## src/rtl/polar_conv_ctrl.sv

```systemverilog
// Time-shares one rec2pol CORDIC core between complex operands A and B,
// capturing modulus/angle per operand after a fixed core latency.
module polar_conv_ctrl #(
    parameter int CORE_LAT = 34
) (
    input  logic        clock,
    input  logic        reset,
    input  logic        start,
    input  logic [1:0]  sel,
    input  logic [31:0] re_a,
    input  logic [31:0] im_a,
    input  logic [31:0] re_b,
    input  logic [31:0] im_b,
    output logic        core_enable,
    output logic        core_start,
    output logic [31:0] core_x,
    output logic [31:0] core_y,
    input  logic [31:0] core_mod,
    input  logic [31:0] core_angle,
    output logic        busy,
    output logic        done,
    output logic [31:0] mod_a,
    output logic [31:0] ang_a,
    output logic [31:0] mod_b,
    output logic [31:0] ang_b
);

    typedef enum logic [2:0] {
        IDLE,
        LOAD_A,
        WAIT_A,
        LOAD_B,
        WAIT_B,
        DONE
    } state_t;

    localparam logic [7:0] LAST = 8'(CORE_LAT - 1);

    state_t      state;
    logic [7:0]  cnt;
    logic        sel_b_q;
    logic [31:0] re_a_q;
    logic [31:0] im_a_q;
    logic [31:0] re_b_q;
    logic [31:0] im_b_q;

    always_ff @(posedge clock) begin
        if (reset) begin
            state       <= IDLE;
            cnt         <= '0;
            sel_b_q     <= 1'b0;
            re_a_q      <= '0;
            im_a_q      <= '0;
            re_b_q      <= '0;
            im_b_q      <= '0;
            core_enable <= 1'b0;
            core_start  <= 1'b0;
            core_x      <= '0;
            core_y      <= '0;
            busy        <= 1'b0;
            done        <= 1'b0;
            mod_a       <= '0;
            ang_a       <= '0;
            mod_b       <= '0;
            ang_b       <= '0;
        end else begin
            unique case (state)
                IDLE: begin
                    if (start) begin
                        re_a_q  <= re_a;
                        im_a_q  <= im_a;
                        re_b_q  <= re_b;
                        im_b_q  <= im_b;
                        sel_b_q <= sel[1];
                        busy    <= 1'b1;
                        if (sel[0]) begin
                            state       <= LOAD_A;
                            core_start  <= 1'b1;
                            core_enable <= 1'b1;
                            core_x      <= re_a;
                            core_y      <= im_a;
                        end else if (sel[1]) begin
                            state       <= LOAD_B;
                            core_start  <= 1'b1;
                            core_enable <= 1'b1;
                            core_x      <= re_b;
                            core_y      <= im_b;
                        end else begin
                            state <= DONE;
                            done  <= 1'b1;
                        end
                    end
                end
                LOAD_A: begin
                    core_start <= 1'b0;
                    core_x     <= re_a_q;
                    core_y     <= im_a_q;
                    cnt        <= '0;
                    state      <= WAIT_A;
                end
                WAIT_A: begin
                    cnt <= cnt + 8'd1;
                    if (cnt == LAST) begin
                        mod_a <= core_mod;
                        ang_a <= core_angle;
                        // A then B: go straight into the second core run
                        if (sel_b_q) begin
                            state      <= LOAD_B;
                            core_start <= 1'b1;
                            core_x     <= re_b_q;
                            core_y     <= im_b_q;
                        end else begin
                            state       <= DONE;
                            core_enable <= 1'b0;
                            done        <= 1'b1;
                        end
                    end
                end
                LOAD_B: begin
                    core_start <= 1'b0;
                    core_x     <= re_b_q;
                    core_y     <= im_b_q;
                    cnt        <= '0;
                    state      <= WAIT_B;
                end
                WAIT_B: begin
                    cnt <= cnt + 8'd1;
                    if (cnt == LAST) begin
                        mod_b       <= core_mod;
                        ang_b       <= core_angle;
                        state       <= DONE;
                        core_enable <= 1'b0;
                        done        <= 1'b1;
                    end
                end
                DONE: begin
                    done  <= 1'b0;
                    busy  <= 1'b0;
                    state <= IDLE;
                end
                default: begin
                    state <= IDLE;
                end
            endcase
        end
    end

endmodule

```

## config.mk

```make
export PLATFORM = sky130hd
export DESIGN_NAME = polar_conv_ctrl
export DESIGN_NICKNAME = d
export VERILOG_FILES = /design/src/rtl/polar_conv_ctrl.sv
export SDC_FILE = /design/constraint.sdc
export NUM_CORES = 1
export LEC_CHECK = 0
export CAP_MARGIN = 20
export CORE_MARGIN = 2
export CORE_UTILIZATION = 45
export CTS_CLUSTER_SIZE = 8
export DETAILED_ROUTE_END_ITERATION = 6
export PLACE_DENSITY = 0.75
export SYNTH_ARGS = -nofsm -noshare
export SYNTH_HDL_FRONTEND = slang
export SYNTH_SLANG_ARGS = --single-unit
```

## constraint.sdc

```tcl
create_clock -name clock -period 2.58 [get_ports clock]
set_clock_uncertainty 0.1 [all_clocks]
set_input_delay 0.258 -clock clock [delete_from_list [all_inputs] [get_ports clock]]
set_output_delay 0.258 -clock clock [all_outputs]
set_load 0.01 [all_outputs]
```

# --- After elaboration in Yosys (flattened, before gate mapping) ---
# Index checks and enable logic that the tools add are counted.
word_totals:
  out_inout_bits: 196
  elab_cells: 89
  reg_bits: 336
  in_bits: 197
op_classes:
  muxes: 39
  addsub: 1
  n_reduce_logical: 18
  n_eq_ne: 14
ops:
  columns: ["cell", "count"]
  rows:
  - ["2-to-1 mux 32 bit", 10]
  - ["one-hot mux 32 bit (4 select lines)", 2]
  - ["2-to-1 mux 3 bit", 6]
  - ["one-hot mux 8 bit (2 select lines)", 1]
  - ["2-to-1 mux 1 bit", 15]
  - ["one-hot mux 3 bit (5 select lines)", 1]
  - ["inequality test 2 bit (second input constant)", 7]
  - ["AND reduction 5 bit", 2]
  - ["adder 8 x 1 -> 8 bit (second input constant)", 1]
  - ["equality test 8 x 6 -> 1 bit (second input constant)", 1]
  - ["AND reduction 2 bit", 4]
  - ["nonzero test 4 bit", 2]
  - ["AND reduction 7 bit", 1]
  - ["equality test 3 x 2 -> 1 bit (second input constant)", 2]
  - ["equality test 3 bit (second input constant)", 2]
  - ["one-hot mux 1 bit (3 select lines)", 2]
  - ["AND reduction 6 bit", 1]
  - ["nonzero test 3 bit", 2]
  - ["one-hot mux 1 bit (4 select lines)", 1]
  - ["nonzero test 2 bit", 2]
  - ["OR reduction 2 bit", 2]
  - ["equality test 3 x 1 -> 1 bit (second input constant)", 1]
  - ["zero test 3 bit", 1]
  - ["inequality test 3 bit (second input constant)", 1]
  - ["other kinds (2)", 2]

# --- Logic depth before layout (Yosys ltp) ---
logic_depth:
  ltp_word: 4
  depth_mapped: 9
  depth_no_buf: 6

# --- Worst setup path before layout ---
# OpenSTA, ideal clock, no wires.
synth_timing:
  kind: "register to register"
  from: "register cnt[0]"
  to: "register ang_b[10]"
  path_buffers: 3
  t_arrival_ns: 2.045
  stages_incl_launch_ff: 9
  period_less_slack_ns: 2.289
  t_required_ns: 2.337
  setup_slack_ns: 0.291
  cell_sequence: "dfxtp_1 ha_1 or3b_2 buf_2 or4_1 buf_4 buf_6 nand2_1 a21oi_2"
synth_via:
  elab_chain_cells: 2
synth_lines:
  columns: ["element", "line_no", "rtl"]
  rows:
  - ["start: declaration", "40", "logic [7:0] cnt;"]
  - ["start signal: assignment", "102", "cnt <= cnt + 8'd1;"]
  - ["start signal: assignment", "127", "cnt <= cnt + 8'd1;"]
  - ["equality test 8 x 6 -> 1 bit", "128", "if (cnt == LAST) begin"]
  - ["AND reduction 2 bit (no line)", null, null]
  - ["end signal: assignment", "130", "ang_b <= core_angle;"]
  - ["end: declaration", "25", "output logic [31:0] ang_b"]
# No other way between the ends.
# A chain may end at the register's enable or synchronous reset.

# --- Worst setup path in the final report ---
layout_timing:
  from: "register cnt[0]"
  to: "register core_enable"
layout_via:
  elab_chain_cells: 3
  word_cells_on_any_way: 4
layout_lines:
  columns: ["element", "line_no", "rtl"]
  rows:
  - ["equality test 8 x 6 -> 1 bit (*)", "103, 128", null]
  - ["inequality test 2 bit (no line)", null, null]
  - ["AND reduction 6 bit (no line) (*)", null, null]
  - ["end signal: assignment", "85", "core_enable <= 1'b1;"]
  - ["end signal: assignment", "114", "core_enable <= 1'b0;"]
  - ["end signal: assignment", "132", "core_enable <= 1'b0;"]
  - ["end: declaration", "14", "output logic core_enable,"]
# Every way passes the cells marked *; elsewhere a longest branch is shown, timed or not.

==> flow_metrics.tcl <==
set metrics [dict create \
    status "completed" \
    synth_cell_types 48 \
    synth_nets 1948 \
    yosysWarnings 0 \
    min_to "im_b_q[29]" \
    max_freq_mhz 409.0 \
    yosysSeqAreaShare_pct 46.67 \
    fillers 2671 \
    cellLeakagePower_nw 7.145 \
    power_switching_share_pct 27.39 \
    wl_per_cell_um 17.72 \
    final_util_pct 63.16 \
    place_congestion 0.8207 \
    max_cap_viol_count 0 \
    vdd_drop_max_v 0.0005307 \
    drive_gt1_share_pct 7.921 \
    path_class "reg -> reg" \
    postSynthCellCount 1749 \
    drt-pass1-iter-count 5 \
    synth.cell_area_sq_um 14410 \
    die_area_sq_um 33470 \
    synth_flop_cell "dfxtp_1" \
    syn_to_final_growth_pct 38.29 \
    r2r_slack_ns 0.13 \
    p_total_w 0.01426 \
    combPwrFrac_pct 20.8 \
    drtIter0Drc 797 \
    ant_nets 0 \
    antenna_found_initial 0 \
    synthArstFlopShare_pct 0 \
    setup_ws_ns 0.1349 \
    die_w_um 183.0 \
    p_sw_w 0.003906 \
    drc 0 \
    pre_cts_ws_ns 0.1788 \
    hpwl_um 28510 \
    synth-edff-count 0 \
    relSlewSlack_pct 47.02 \
    p_int_w 0.01035 \
    wirelength_um 44030 \
    grt_max_degree 93 \
    worst-path-max-fanout 6 \
    die_h_um 183.0 \
    track_usage_pct 25.40 \
    cts_inserted_buffers 47 \
    rsz0062_at_grt "false" \
    cp.arrival_ns 2.76 \
    tightestPinTransition_ns 0.7926 \
    antenna_cells 0 \
    setup_violations 0 \
    finalCriticalPeriod_ns 2.445 \
    syn_area_per_cell_sq_um 8.240 \
    start_util_pct 45.67 \
    period_share_pct 94.77 \
    p_per_area_nw_per_um2 715.4 \
    worstPathRequired_ns 2.90 \
    grt_pass1_wl_um 69210 \
    boundaryPins 393 \
    grt_pass1_vias 13220 \
    holdCritStartpoint "reset" \
    portBuffers 392 \
    clockPowerShare_pct 37.6 \
    dr_total_vias 13440 \
    row_count 65 \
    hold_viol_final 0 \
    hold_path.class "in -> reg" \
    reg2regPathDepth 7 \
    cts_htree_levels 2 \
    fin_tns_setup_ns 0 \
    cts_tree "yes" \
    cts_resized 0 \
    grt_overflow 0 \
    start_kind "register" \
    clock_latency_ns 0.52 \
    r2r_start "cnt[0]" \
    reg2reg_to "core_enable" \
    cts_root_buffer "clkbuf_16" \
    routed_via_density 5.409 \
    yosys_register_bits 336 \
    numClockSinks 336 \
    ctsLongestPathBuffers 3 \
    slew_viol_final 0 \
    num-nets-final 2282 \
    worstSetupEndpointType "register" \
    fp.coreArea_sq_um 31560 \
    whs_path_depth 2 \
    power_frac_seq_pct 41.6 \
    clkSlewWorstSetupHoldPaths_ns 0.05 \
]
[registers in the layout (all words and copies together) (netlist names)]
register / flops
ang_a: 32
ang_b: 32
core_x: 32
core_y: 32
im_a_q: 32
im_b_q: 32
mod_a: 32
mod_b: 32
re_a_q: 32
re_b_q: 32
cnt: 8
state: 3
busy: 1
core_enable: 1
core_start: 1
done: 1
sel_b_q: 1
[cell families after synthesis]
logic type,after synthesis,synth area share [%]
AO/OA/AOI/OAI,422,18.39
XOR/XNOR,1,0.06079
adder cells (fa/ha/maj),2,0.1736
buffers and inverters,214,6.746
flip-flops,336,46.67
multiplexers,133,9.264
AND/OR/NAND/NOR,641,18.69
[worst max-delay path by stage]
stage,startpoint,to,slack (ns)
global placement,cnt[0],core_x[31],0.25
CTS,cnt[0],core_enable,0.12
finish,cnt[0],core_enable,0.13
detailed placement,cnt[0],core_y[11],0.18
global route,cnt[0],core_enable,0.05
floorplan,cnt[0],ang_b[10],0.29
[Yosys cell counts, types with 2 or more instances]
master	count	area, sq um
nor2b_1	4	25.02
nor2_1	13	48.80
a21oi_2	60	525.5
buf_2	6	30.03
nand2b_1	73	456.7
buf_1	9	33.78
nand3_1	2	10.01
buf_6	21	236.5
a21oi_1	207	1036
mux2_2	2	22.52
o21ai_0	72	360.4
nor3_1	8	40.04
a221oi_1	66	578.1
nand2_1	524	1967
nor4_1	2	12.51
nand4_1	2	12.51
inv_1	68	255.2
a32oi_1	2	17.52
dfxtp_1	336	6726
a211oi_1	5	37.54
ha_1	2	25.02
clkbuf_1	108	405.4
nand3b_1	2	15.01
nor4b_1	2	17.52
mux2i_1	130	1301
[critical path, cell delays in order, from the launching register on]
cell and delay, ns:
dfxtp_1 0.42, ha_1 0.19, or3b_2 0.46, buf_4 0.18
o31ai_4 0.20, buf_4 0.19, o221ai_1 0.19, a2111oi_2 0.40
[cell type report]
cell class / count / area (sq um) / share of cell area (%)
clock buffer: 49 / 1226 / 6.153
inverter: 69 / 259.0 / 1.300
multi-input combinational: 1199 / 6765 / 33.95
tap: 402 / 503.0 / 2.524
sequential: 336 / 6726 / 33.75
timing repair buffer: 430 / 4449 / 22.33
[through the flow]
| stage | instance area, sq um | hold WS [ns] | cells |
|---|---|---|---|
| floorplan | 14410 | 0.2940 | 1749 |
| global placement | 18690 | 0.3382 | 2434 |
| detailed placement | 18690 | 0.3434 | 2434 |
| CTS | 19910 | 0.08286 | 2483 |
| global route | 19930 | 0.1135 | 2485 |
| finish | 19930 | 0.09784 | 2485 |
[layer usage]
| metal | wire length (um) | up-vias | share of wire [%] | global-route usage [%] |
|---|---|---|---|---|
| met5 | 0 | - | 0 | 0 |
| met2 | 21280 | 492 | 48 | 43.06 |
| met1 | 17680 | 6372 | 40 | 30.83 |
| met3 | 3969 | 81 | 9.0 | 8.022 |
| li1 | - | 6497 | - | - |
| met4 | 1100 | 0 | 2.5 | 7.776 |
[placed cells by master (no fill, tap or decap), drive strengths merged, types with 2 or more instances in the layout]
| cell type | instances |
|---|---|
| a2111oi | 2 |
| a211oi | 5 |
| a21oi | 267 |
| a221oi | 66 |
| a32oi | 2 |
| buf | 40 |
| clkbuf | 49 |
| clkdlybuf4s50 | 390 |
| dfxtp | 336 |
| ha | 2 |
| inv | 68 |
| mux2 | 3 |
| mux2i | 130 |
| nand2 | 524 |
| nand2b | 73 |
| nand3 | 2 |
| nand3b | 2 |
| nand4 | 2 |
| nor2 | 13 |
| nor2b | 4 |
| nor3 | 8 |
| nor4 | 3 |
| nor4b | 2 |
| o21ai | 73 |
| o31ai | 2 |
[power groups by stage]
stage	Sequential [W]	Clock [W]	Combinational [W]
after CTS	0.00592	0.00546	0.00298
after floorplan	0.00605	0	0.00155
after global routing	0.00598	0.00568	0.00322
after global placement	0.00600	0	0.00291
after detailed placement	0.00602	0	0.00296
final	0.00593	0.00536	0.00297
[repair_timing]
item | 4_1_cts | 5_1_grt
setup endpoints to repair | 0 | 1
hold buffers | 0 | 0
buffers inserted | 0 | 2
(Power assumes the default switching activity.)
